===== config.mk =====
export PLATFORM = sky130hd
export DESIGN_NAME = universal_shift_register
export DESIGN_NICKNAME = d
export VERILOG_FILES = /design/src/rtl/universal_shift_register.sv
export SDC_FILE = /design/constraint.sdc
export NUM_CORES = 1
export LEC_CHECK = 0
export ABC_AREA = 0
export BUFFER_PORTS_ARGS = -buffer_cell sky130_fd_sc_hd__buf_2
export CELL_PAD_IN_SITES_DETAIL_PLACEMENT = 1
export CELL_PAD_IN_SITES_GLOBAL_PLACEMENT = 1
export CORE_MARGIN = 5
export CORE_UTILIZATION = 44
export CTS_CLUSTER_DIAMETER = 30
export DETAILED_ROUTE_END_ITERATION = 7
export HOLD_SLACK_MARGIN = 0.08
export PLACE_DENSITY_LB_ADDON = 0.1
export SLEW_MARGIN = 5
export SYNTH_ARGS = -nofsm -noshare
export SYNTH_HDL_FRONTEND = slang
export SYNTH_SLANG_ARGS = --single-unit

===== constraint.sdc =====
create_clock -name CLK -period 4.62 [get_ports CLK]
set_input_delay 1.155 -clock CLK [delete_from_list [all_inputs] [get_ports CLK]]
set_output_delay 1.155 -clock CLK [all_outputs]
set_load 0.02 [all_outputs]

===== src/rtl/universal_shift_register.sv =====
// universal_shift_register
//   Loadable register with hold, load, increment/decrement and multi-step
//   shift/rotate. Shift and rotate move one bit per clock. A step count of 2
//   or more keeps the block busy until the last step has been applied.
//
// Ports
//   CLK      rising-edge clock
//   RST_n    asynchronous active-low reset
//   Start    operation request, accepted only while idle
//   Mode     000 HOLD, 001 LOAD, 010 SHL, 011 SHR, 100 ROL, 101 ROR,
//            110 INC, 111 DEC
//   Amt      step count for SHL/SHR/ROL/ROR
//   D        parallel load data
//   SerIn_L  bit entering the MSB on SHR
//   SerIn_R  bit entering the LSB on SHL
//   Q        register contents
//   Busy     multi-step operation in progress
//   Done     one-cycle completion pulse, registered
//   Cout     last bit shifted/rotated out, INC carry or DEC borrow
//   Zero     Q == 0
//
// State | meaning
// IDLE  | waiting for Start; single-cycle ops and the first step run here
// RUN   | applying the remaining steps of a shift/rotate

module universal_shift_register #(
  parameter int WIDTH = 8,
  parameter int AMT_W = 4
) (
  input  logic             CLK,
  input  logic             RST_n,
  input  logic             Start,
  input  logic [2:0]       Mode,
  input  logic [AMT_W-1:0] Amt,
  input  logic [WIDTH-1:0] D,
  input  logic             SerIn_L,
  input  logic             SerIn_R,
  output logic [WIDTH-1:0] Q,
  output logic             Busy,
  output logic             Done,
  output logic             Cout,
  output logic             Zero
);

  localparam logic [2:0] M_HOLD = 3'b000;
  localparam logic [2:0] M_LOAD = 3'b001;
  localparam logic [2:0] M_SHL  = 3'b010;
  localparam logic [2:0] M_SHR  = 3'b011;
  localparam logic [2:0] M_ROL  = 3'b100;
  localparam logic [2:0] M_ROR  = 3'b101;
  localparam logic [2:0] M_INC  = 3'b110;
  localparam logic [2:0] M_DEC  = 3'b111;

  typedef enum logic {
    IDLE = 1'b0,
    RUN  = 1'b1
  } state_t;

  state_t           state_q, state_d;
  logic [2:0]       mode_q, mode_d;
  logic [AMT_W-1:0] cnt_q, cnt_d;
  logic [WIDTH-1:0] q_q, q_d;
  logic             cout_q, cout_d;
  logic             done_q, done_d;

  logic [2:0]       op_mode;
  logic [WIDTH-1:0] step_q;
  logic             step_cout;
  logic             start_is_shift;

  // While idle the incoming Mode drives the step so the first step lands on
  // the accept edge; during RUN only the latched mode is used, so Mode/D
  // changes cannot disturb the operation in progress.
  assign op_mode = (state_q == IDLE) ? Mode : mode_q;

  assign start_is_shift = (Mode == M_SHL) || (Mode == M_SHR) ||
                          (Mode == M_ROL) || (Mode == M_ROR);

  always_comb begin
    step_q    = q_q;
    step_cout = cout_q;
    case (op_mode)
      M_HOLD: begin
        step_q    = q_q;
        step_cout = cout_q;
      end
      M_LOAD: begin
        step_q    = D;
        step_cout = cout_q;
      end
      M_SHL: begin
        step_q    = {q_q[WIDTH-2:0], SerIn_R};
        step_cout = q_q[WIDTH-1];
      end
      M_SHR: begin
        step_q    = {SerIn_L, q_q[WIDTH-1:1]};
        step_cout = q_q[0];
      end
      M_ROL: begin
        step_q    = {q_q[WIDTH-2:0], q_q[WIDTH-1]};
        step_cout = q_q[WIDTH-1];
      end
      M_ROR: begin
        step_q    = {q_q[0], q_q[WIDTH-1:1]};
        step_cout = q_q[0];
      end
      M_INC: begin
        step_q    = q_q + WIDTH'(1);
        step_cout = &q_q;
      end
      M_DEC: begin
        step_q    = q_q - WIDTH'(1);
        step_cout = ~|q_q;
      end
      default: begin
        step_q    = q_q;
        step_cout = cout_q;
      end
    endcase
  end

  always_comb begin
    state_d = state_q;
    mode_d  = mode_q;
    cnt_d   = cnt_q;
    q_d     = q_q;
    cout_d  = cout_q;
    done_d  = 1'b0;
    case (state_q)
      IDLE: begin
        if (Start) begin
          mode_d = Mode;
          if (start_is_shift) begin
            if (Amt == '0) begin
              done_d = 1'b1;
            end else begin
              q_d    = step_q;
              cout_d = step_cout;
              if (Amt == AMT_W'(1)) begin
                done_d = 1'b1;
              end else begin
                // cnt holds the steps still to apply after the accept edge
                cnt_d   = Amt - AMT_W'(1);
                state_d = RUN;
              end
            end
          end else begin
            q_d    = step_q;
            cout_d = step_cout;
            done_d = 1'b1;
          end
        end
      end
      RUN: begin
        q_d    = step_q;
        cout_d = step_cout;
        cnt_d  = cnt_q - AMT_W'(1);
        if (cnt_q == AMT_W'(1)) begin
          state_d = IDLE;
          done_d  = 1'b1;
        end
      end
      default: begin
        state_d = IDLE;
      end
    endcase
  end

  always_ff @(posedge CLK or negedge RST_n) begin
    if (!RST_n) begin
      state_q <= IDLE;
      mode_q  <= M_HOLD;
      cnt_q   <= '0;
      q_q     <= '0;
      cout_q  <= 1'b0;
      done_q  <= 1'b0;
    end else begin
      state_q <= state_d;
      mode_q  <= mode_d;
      cnt_q   <= cnt_d;
      q_q     <= q_d;
      cout_q  <= cout_d;
      done_q  <= done_d;
    end
  end

  assign Q    = q_q;
  assign Busy = (state_q == RUN);
  assign Done = done_q;
  assign Cout = cout_q;
  assign Zero = (q_q == '0);

endmodule


==> results of run 1 <==
-- power groups by stage --
stage               logic (mW)  registers [mW]  clock network [mW]
global route              1.02           0.409               0.116
CTS                      0.924           0.391               0.110
floorplan                0.709           0.383                   0
global placement         0.882           0.386                   0
finish                   0.918           0.392               0.105
detailed placement       0.921           0.394                   0
-- sequential cells by signal, indices dropped and copies added (netlist names) --
name and count:
cnt_q 4, Busy 1, Done 1, mode_q 3, Cout 1, Q 8
-- area by class of cell --
| class | count | area [sq um] |
|---|---|---|
| flip-flops and latches | 18 | 450 |
| clock buffers | 4 | 36.3 |
| repair buffers | 31 | 155 |
| multi-input cells | 152 | 1060 |
| inverters | 8 | 30.0 |
| well taps | 46 | 57.6 |
| fillers | 436 | 1630 |
-- worst max-delay path, stage by stage --
cell     delay, ns
buf_2         0.14
nand2_1       0.12
o21ai_1       0.58
inv_1         0.13
fa_1          0.43
nor2b_1       0.20
o31a_1        0.18
o22ai_1       0.10
xnor2_1       0.14
a21oi_1       0.10
o31ai_2       0.23
-- path summary, 6_finish.rpt --
check,end,slack (ns),cells after the start
max,Q[6],1.32,11
min,Cout,0.50,1
max reg2reg,Q[6],1.41,10
min reg2reg,Cout,0.50,1
max in group asynchronous,Q[4],3.52,1
min in group asynchronous,mode_q[1],0.77,1
-- synthesized netlist by cell type, types with 4 or more instances --
library cell / instances
nand2_1: 22
dfrtp_1: 18
nor2_1: 14
a21oi_1: 13
o21ai_0: 12
ha_1: 10
inv_1: 8
nand3_1: 7
xnor2_1: 6
nor3_1: 5
xor2_1: 5
o22ai_1: 4
-- per-stage QoR --
step	worst slack, ns	total power [mW]	hold slack [ns]	area, sq um
finish	1.32	1.42	0.498	1790
global route	1.09	1.55	0.534	1790
CTS	1.34	1.43	0.504	1790
detailed placement	1.00	1.31	0.474	1750
global placement	1.22	1.27	0.465	1750
floorplan	1.58	1.09	0.496	1580
-- logic make-up after synthesis --
kind of cell | share of synthesized area
xor gates and xnor gates | 0.0608
muxes | 0.0829
adders and majority gates | 0.113
DFF | 0.284
and+or+nand+nor | 0.164
buffers and inverters | 0.0474
AOI/OAI and AO/OA | 0.247
-- metal layers --
metal	wire, um	vias up
met3	134	2
met5	0	-
met1	1970	755
met4	20	0
li1	-	728
met2	2420	22
==> impl_metrics.tcl, run 1 <==
set metrics [dict create \
    avgRoutedWirePerCell_um 17.6 \
    synth_top_cell_by_area "dfrtp_1" \
    overflow 0 \
    grt_util_met3 0.0230 \
    finalWeightedCongestion 0.879 \
    syn_nets 214 \
    antenna_found_initial 0 \
    dp.cells 255 \
    syn_area_sq_mm 0.00158 \
    clock_latency_ns 0.31 \
    tns_ns 0 \
    htree_levels 1 \
    critPathLaunch "Mode[1]" \
    top_usage_layer "met2" \
    drive_above_1_share 0.249 \
    cts_buffer_depth 2 \
    clk_pin_slew_ns 0.11 \
    fp-row-count 21 \
    grt_setup_unrepaired "false" \
    die_h_um 70 \
    final_cell_mix "buf_2 (31), nand2_1 (22), dfrtp_1 (18)" \
    cp-start-kind "input pin" \
    switchingPower_mw 0.726 \
    report.final.slew_viol_count 0 \
    use_met1 0.231 \
    grtUsageMet2 0.362 \
    ys_seq_area_frac 0.284 \
    yosys.area.top_type_share 0.284 \
    fin_cells 259 \
    hpwlAfterDp_um 3540 \
    powerDensity_mw_per_mm2 792 \
    vias 1507 \
    postCtsSetupBuffers 0 \
    remaining_drc_errors 0 \
    worstMarginPinSlew_ns 0.900 \
    final.period_utilization 0.714 \
    yosysUniqueCellTypes 47 \
    utilization 0.523 \
    avgSynthCellArea_sq_um 8.66 \
    diodes 0 \
    synth.top_cells.by_area "dfrtp_1 (28%), ha_1 (7.9%), nand2_1 (5.2%)" \
    first_iter_violations 56 \
    fp.dieW_um 70 \
    switching_share 0.513 \
    cp.required_ns 4.84 \
    cell_internal_pwr_mw 0.689 \
    seqPwrFrac 0.277 \
    synth_edf_count 0 \
    hold_buffers 0 \
    synth_warnings 0 \
    clock_sinks 18 \
    worst_setup_path_end_kind "flop" \
    clock_skew_ns 0.0140 \
    drt-pass1-iter-count 4 \
    syn2layout_area_growth_pct 12.9 \
    final_nets 245 \
    hp-start "Cout" \
    dominantRegCellSynth "dfrtp_1" \
    cts_resized 0 \
    pwr-share-comb 0.649 \
    ir_drop_v 0.000312 \
    fmax_ghz 0.303 \
    yosys_register_bits 18 \
    maxSlewHeadroom 0.400 \
    vias_per_cell 5.82 \
    final-setup-viol-count 0 \
    period_minus_slack_ns 3.30 \
    critPathKind "input pin to flop" \
    die_area_sq_mm 0.00490 \
    async_flop_share 1.00 \
    clkPwrFrac 0.074 \
    start_util 0.464 \
    core_sq_mm 0.00342 \
    cap_violations 0 \
    numPortBuffers 31 \
    io-pin-count 32 \
    grt_pass1_wl_um 7730 \
    status "finished, final reports clean" \
    final_common_cell "buf_2" \
    ant_nets 0 \
    grt_usage 0.192 \
    grt_max_degree 27 \
    hold_violations 0 \
    netlist_instances 183 \
    grt_pass1_vias 1620 \
    root_buffer "clkbuf_4" \
    wirelength_um 4550 \
    worstPathArrival_ns 3.51 \
    critPathMaxFanout 8 \
    power_leakage_nw 0.829 \
    cts_buffers 3 \
    hp-class "flop to flop" \
    r2r-start "Busy" \
    cts_tree "yes" \
]
(Power assumes the default switching activity.)
==> inputs of run 2 (changes only) <==
--- a/config.mk
+++ b/config.mk
@@ -10,7 +10,7 @@
 export CELL_PAD_IN_SITES_DETAIL_PLACEMENT = 1
 export CELL_PAD_IN_SITES_GLOBAL_PLACEMENT = 1
 export CORE_MARGIN = 5
-export CORE_UTILIZATION = 44
+export CORE_UTILIZATION = 41
 export CTS_CLUSTER_DIAMETER = 30
 export DETAILED_ROUTE_END_ITERATION = 7
 export HOLD_SLACK_MARGIN = 0.08
==> constraint.sdc (replaced) <==
create_clock -name CLK -period 3.4 [get_ports CLK]
set_input_delay 0.85 -clock CLK [delete_from_list [all_inputs] [get_ports CLK]]
set_output_delay 0.85 -clock CLK [all_outputs]
set_load 0.02 [all_outputs]
==> run 2 against run 1 <==
  * Critical path depth increased by 1
  * Largest cell class unchanged
  * Highest routed layer unchanged
  * Critical path type unchanged
  * Non-clock buffer count increased by 3
  * Setup slack got worse by 0.61 ns
  * Via count increased by 0.80%
  * First-iteration DRC count decreased by 20%
  * Register-to-register slack got worse by 0.51 ns
==> impl_metrics.tcl, run 2 (synthesis gave the netlist of run 1 again) <==
set metrics [dict create \
    die_area_sq_mm 0.00521 \
    start_util 0.429 \
    tns_ns 0 \
    holdWs_ns 0.490 \
    cp-start-kind "input pin" \
    endpoint "Q[6]" \
    clk_pin_slew_ns 0.07 \
    clock_skew_ns 0.00545 \
    cts_tree "yes" \
    powerDensity_mw_per_mm2 1100 \
    seqPwrFrac 0.249 \
    hp-class "flop to flop" \
    drive_above_1_share 0.259 \
    postCtsSetupBuffers 0 \
    critPathLaunch "Mode[1]" \
    remaining_drc_errors 0 \
    grt_usage 0.195 \
    clock_sinks 18 \
    cp.required_ns 3.58 \
    first_iter_violations 45 \
    finalWeightedCongestion 0.836 \
    fin_area_sq_mm 0.00183 \
    wirelength_um 4830 \
    critPathKind "input pin to flop" \
    vias_per_cell 5.75 \
    final_common_cell "buf_2" \
    htree_levels 1 \
    r2r-start "Busy" \
    cell_internal_pwr_mw 0.995 \
    report.final.slew_viol_count 0 \
    root_buffer "clkbuf_8" \
    placed_cell_area_sq_mm 0.00178 \
    avgRoutedWirePerCell_um 18.3 \
    core_sq_mm 0.00369 \
    ant_nets 0 \
    status "finished, final reports clean" \
    grt_pass1_vias 1634 \
    diodes 0 \
    cts_resized 0 \
    maxSlewHeadroom 0.523 \
    rrSetupSlack_ns 0.90 \
    worstMarginPinSlew_ns 0.695 \
    reg2reg_to "Q[6]" \
    antenna_found_initial 0 \
    vias 1519 \
    fmax_ghz 0.372 \
    final.period_utilization 0.791 \
    numPortBuffers 31 \
    die_h_um 72.2 \
    final_cell_mix "buf_2 (31), nand2_1 (22), dfrtp_1 (18)" \
    clkPwrFrac 0.094 \
    grt_setup_unrepaired "false" \
    fp.dieW_um 72.2 \
    pwr-share-comb 0.657 \
    reg2regPathDepth 11 \
    critPathMaxFanout 8 \
    ir_drop_v 0.000345 \
    hpwlAfterDp_um 3770 \
    syn2layout_area_growth_pct 15.6 \
    period_minus_slack_ns 2.69 \
    n_fill_cell 469 \
    grt_max_degree 23 \
    hold_buffers 0 \
    drt-pass1-iter-count 4 \
    fp-row-count 22 \
    cts_buffers 3 \
    io-pin-count 32 \
    cap_violations 0 \
    worst_setup_path_end_kind "flop" \
    power_leakage_nw 0.851 \
    cts_buffer_depth 2 \
    final_nets 248 \
    grt_pass1_wl_um 7920 \
    largest_register_ffs 8 \
    final-setup-viol-count 0 \
    switchingPower_mw 1.02 \
    hp-start "Cout" \
    clock_latency_ns 0.27 \
    power.total_mw 2.02 \
    switching_share 0.506 \
    overflow 0 \
    hold_violations 0 \
    worstPathArrival_ns 2.87 \
]
run 2: worst min-delay path by stage:
stage                to  slack (ns)  depth (start not counted)
5_1_grt            Cout        0.53                          1
4_1_cts            Cout        0.49                          1
6_report           Cout        0.49                          1
2_1_floorplan  cnt_q[0]        0.50                          1
3_5_place_dp       Cout        0.47                          1
3_3_place_gp       Cout        0.47                          1
run 2: worst max-delay path, stage by stage:
cell	delay (ns)
buf_2	0.14
nand2_1	0.12
o21ai_1	0.16
buf_4	0.18
inv_1	0.07
fa_1	0.41
nor2b_1	0.19
o31a_1	0.18
o22ai_1	0.11
xnor2_1	0.14
a21oi_1	0.10
o31ai_2	0.22
run 2: stage by stage:
step | setup slack, ns | utilization | instances
floorplan | 0.669 | - | 183
global placement | 0.601 | 0.482 | 260
detailed placement | 0.458 | 0.482 | 260
CTS | 0.728 | 0.497 | 264
global route | 0.552 | 0.497 | 264
finish | 0.709 | 0.497 | 264
run 2: area by class of cell:
type / count / area, sq um / area share
inverter: 8 / 30.0 / 0.0164
timing repair buffer: 34 / 178 / 0.0970
sequential: 18 / 450 / 0.246
multi-input combinational: 152 / 1060 / 0.578
tap: 48 / 60.1 / 0.0328
clock buffer: 4 / 55.1 / 0.0301
run 2: power groups by stage:
stage	sequential [mW]	combinational (mW)	clock, mW
after floorplan	0.521	0.964	0
after global placement	0.495	1.27	0
after detailed placement	0.505	1.33	0
after CTS	0.502	1.33	0.191
after global routing	0.517	1.45	0.203
final	0.502	1.33	0.189
run 2: per-layer routing:
layer	up-vias	global-route usage	share of wire
met5	-	0	0
li1	736	-	-
met1	753	0.229	0.41
met4	0	0.0668	0.013
met2	25	0.359	0.53
met3	5	0.0263	0.041
==> inputs of run 3 (changes only) <==
==> constraint.sdc (replaced) <==
create_clock -name CLK -period 2.8 [get_ports CLK]
set_input_delay 0.7 -clock CLK [delete_from_list [all_inputs] [get_ports CLK]]
set_output_delay 0.7 -clock CLK [all_outputs]
set_load 0.02 [all_outputs]
==> run 3 against run 2 <==
  * Setup slack worse by 0.53 ns
  * Power up 22%
  * Sequential share of layout area down 0.12 points
  * First-iteration DRC count up 100%
  * Critical endpoint is now Q[4]
  * Critical path depth down 2
  * Clock-buffer cell count down 1
  * Highest routed layer unchanged
  * Final cell count up 0.76%
  * Critical path type unchanged
  * Via count up 2.6%
  * Clock power about the same
  * Die area unchanged
  * Global-route usage up 0.70 points
==> impl_metrics.tcl, run 3 (synthesis gave the netlist of run 1 again) <==
set metrics [dict create \
    cts_buffers 3 \
    cts_resized 0 \
    grt_pass1_vias 1658 \
    worst_setup_path_end_kind "flop" \
    hold_violations 0 \
    cp-start-kind "input pin" \
    grt_setup_unrepaired "false" \
    die_area_sq_mm 0.00521 \
    maxSlewHeadroom 0.647 \
    hpwlAfterDp_um 3800 \
    final-setup-viol-count 0 \
    cts_tree "yes" \
    ir_drop_v 0.000469 \
    power_leakage_nw 0.859 \
    fp.dieW_um 72.2 \
    clock_sinks 18 \
    fp-row-count 22 \
    postCtsSetupBuffers 0 \
    final_common_cell "buf_2" \
    start_util 0.429 \
    cts_buffer_depth 2 \
    numPortBuffers 31 \
    utilization 0.499 \
    htree_levels 1 \
    finalWeightedCongestion 0.826 \
    vias_per_cell 5.86 \
    core_sq_mm 0.00369 \
    drive_above_1_share 0.266 \
    clock_skew_ns 0.00442 \
    hold_buffers 0 \
    r2r-start "Busy" \
    largest_register_ffs 8 \
    overflow 0 \
    diodes 0 \
    cp.required_ns 2.97 \
    cap_violations 0 \
    antenna_found_initial 0 \
    syn2layout_area_growth_pct 16.2 \
    report.final.slew_viol_count 0 \
    critPathKind "input pin to flop" \
    critPathMaxFanout 5 \
    tns_ns 0 \
    ant_nets 0 \
    final.period_utilization 0.935 \
    remaining_drc_errors 0 \
    powerDensity_mw_per_mm2 1330 \
    grt_pass1_wl_um 8160 \
    grt_usage 0.202 \
    final_nets 251 \
    grt_max_degree 23 \
    vias 1558 \
    clock_latency_ns 0.25 \
    die_h_um 72.2 \
    worstMarginPinSlew_ns 0.519 \
    first_iter_violations 90 \
    wirelength_um 4820 \
    fin_ws_ns 0.181 \
    fmax_ghz 0.382 \
    io-pin-count 32 \
    critPathLaunch "Mode[1]" \
    avgRoutedWirePerCell_um 18.1 \
    drt-pass1-iter-count 4 \
    worstPathArrival_ns 2.78 \
    hp-class "input pin to async pin" \
    clk_pin_slew_ns 0.07 \
    final_cell_mix "buf_2 (31), nand2_1 (22), dfrtp_1 (18)" \
    post-place-ws_ns 0.00247 \
    period_minus_slack_ns 2.62 \
    power.total_mw 2.45 \
    root_buffer "clkbuf_8" \
    status "finished, final reports clean" \
]
==> run 3: final cells by class <==
type	instances	area, sq um
Clock buffer	3	41.3
Fill cell	480	1850
Inverter	8	30.0
Multi-Input combinational cell	152	1060
Sequential cell	18	450
Tap cell	48	60.1
Timing Repair Buffer	37	200
==> run 3: routing by layer <==
layer  vias to the layer above  track usage  share of wire
met1                       775        0.234           0.42
met5                         -            0              0
li1                        739            -              -
met3                         8       0.0305          0.042
met2                        36        0.373           0.52
met4                         0       0.0689          0.015
==> run 3: worst paths after layout <==
| check | cells after the start | to | slack, ns |
|---|---|---|---|
| worst max-delay path | 10 | Q[4] | 0.18 |
| worst min-delay path | 1 | Busy | 0.38 |
| worst max register to register | 9 | Q[4] | 0.21 |
| worst min register to register | 1 | Cout | 0.49 |
| max in group asynchronous | 1 | Q[0] | 2.10 |
| min in group CLK | 1 | Cout | 0.49 |
==> run 3: where the power goes <==
part	switching (mW)	internal, mW
logic	0.933	0.712
clock network	0.0929	0.0957
registers	0.220	0.397
==> run 3: through the flow <==
stage	area (sq um)	hold slack [ns]	instances
after floorplan	1580	0.404	183
after global placement	1800	0.467	263
after detailed placement	1800	0.477	263
after CTS	1840	0.390	266
after global routing	1840	0.402	266
final	1840	0.380	266
==> run 3: worst max-delay path, stage by stage <==
cell and delay, ns:
buf_2 0.14, nand2_1 0.11, o21ai_1 0.35, inv_1 0.11, fa_1 0.42, nor2b_1 0.20, o21ai_0 0.15, a211oi_1 0.30
o22ai_1 0.13, o21ai_0 0.19
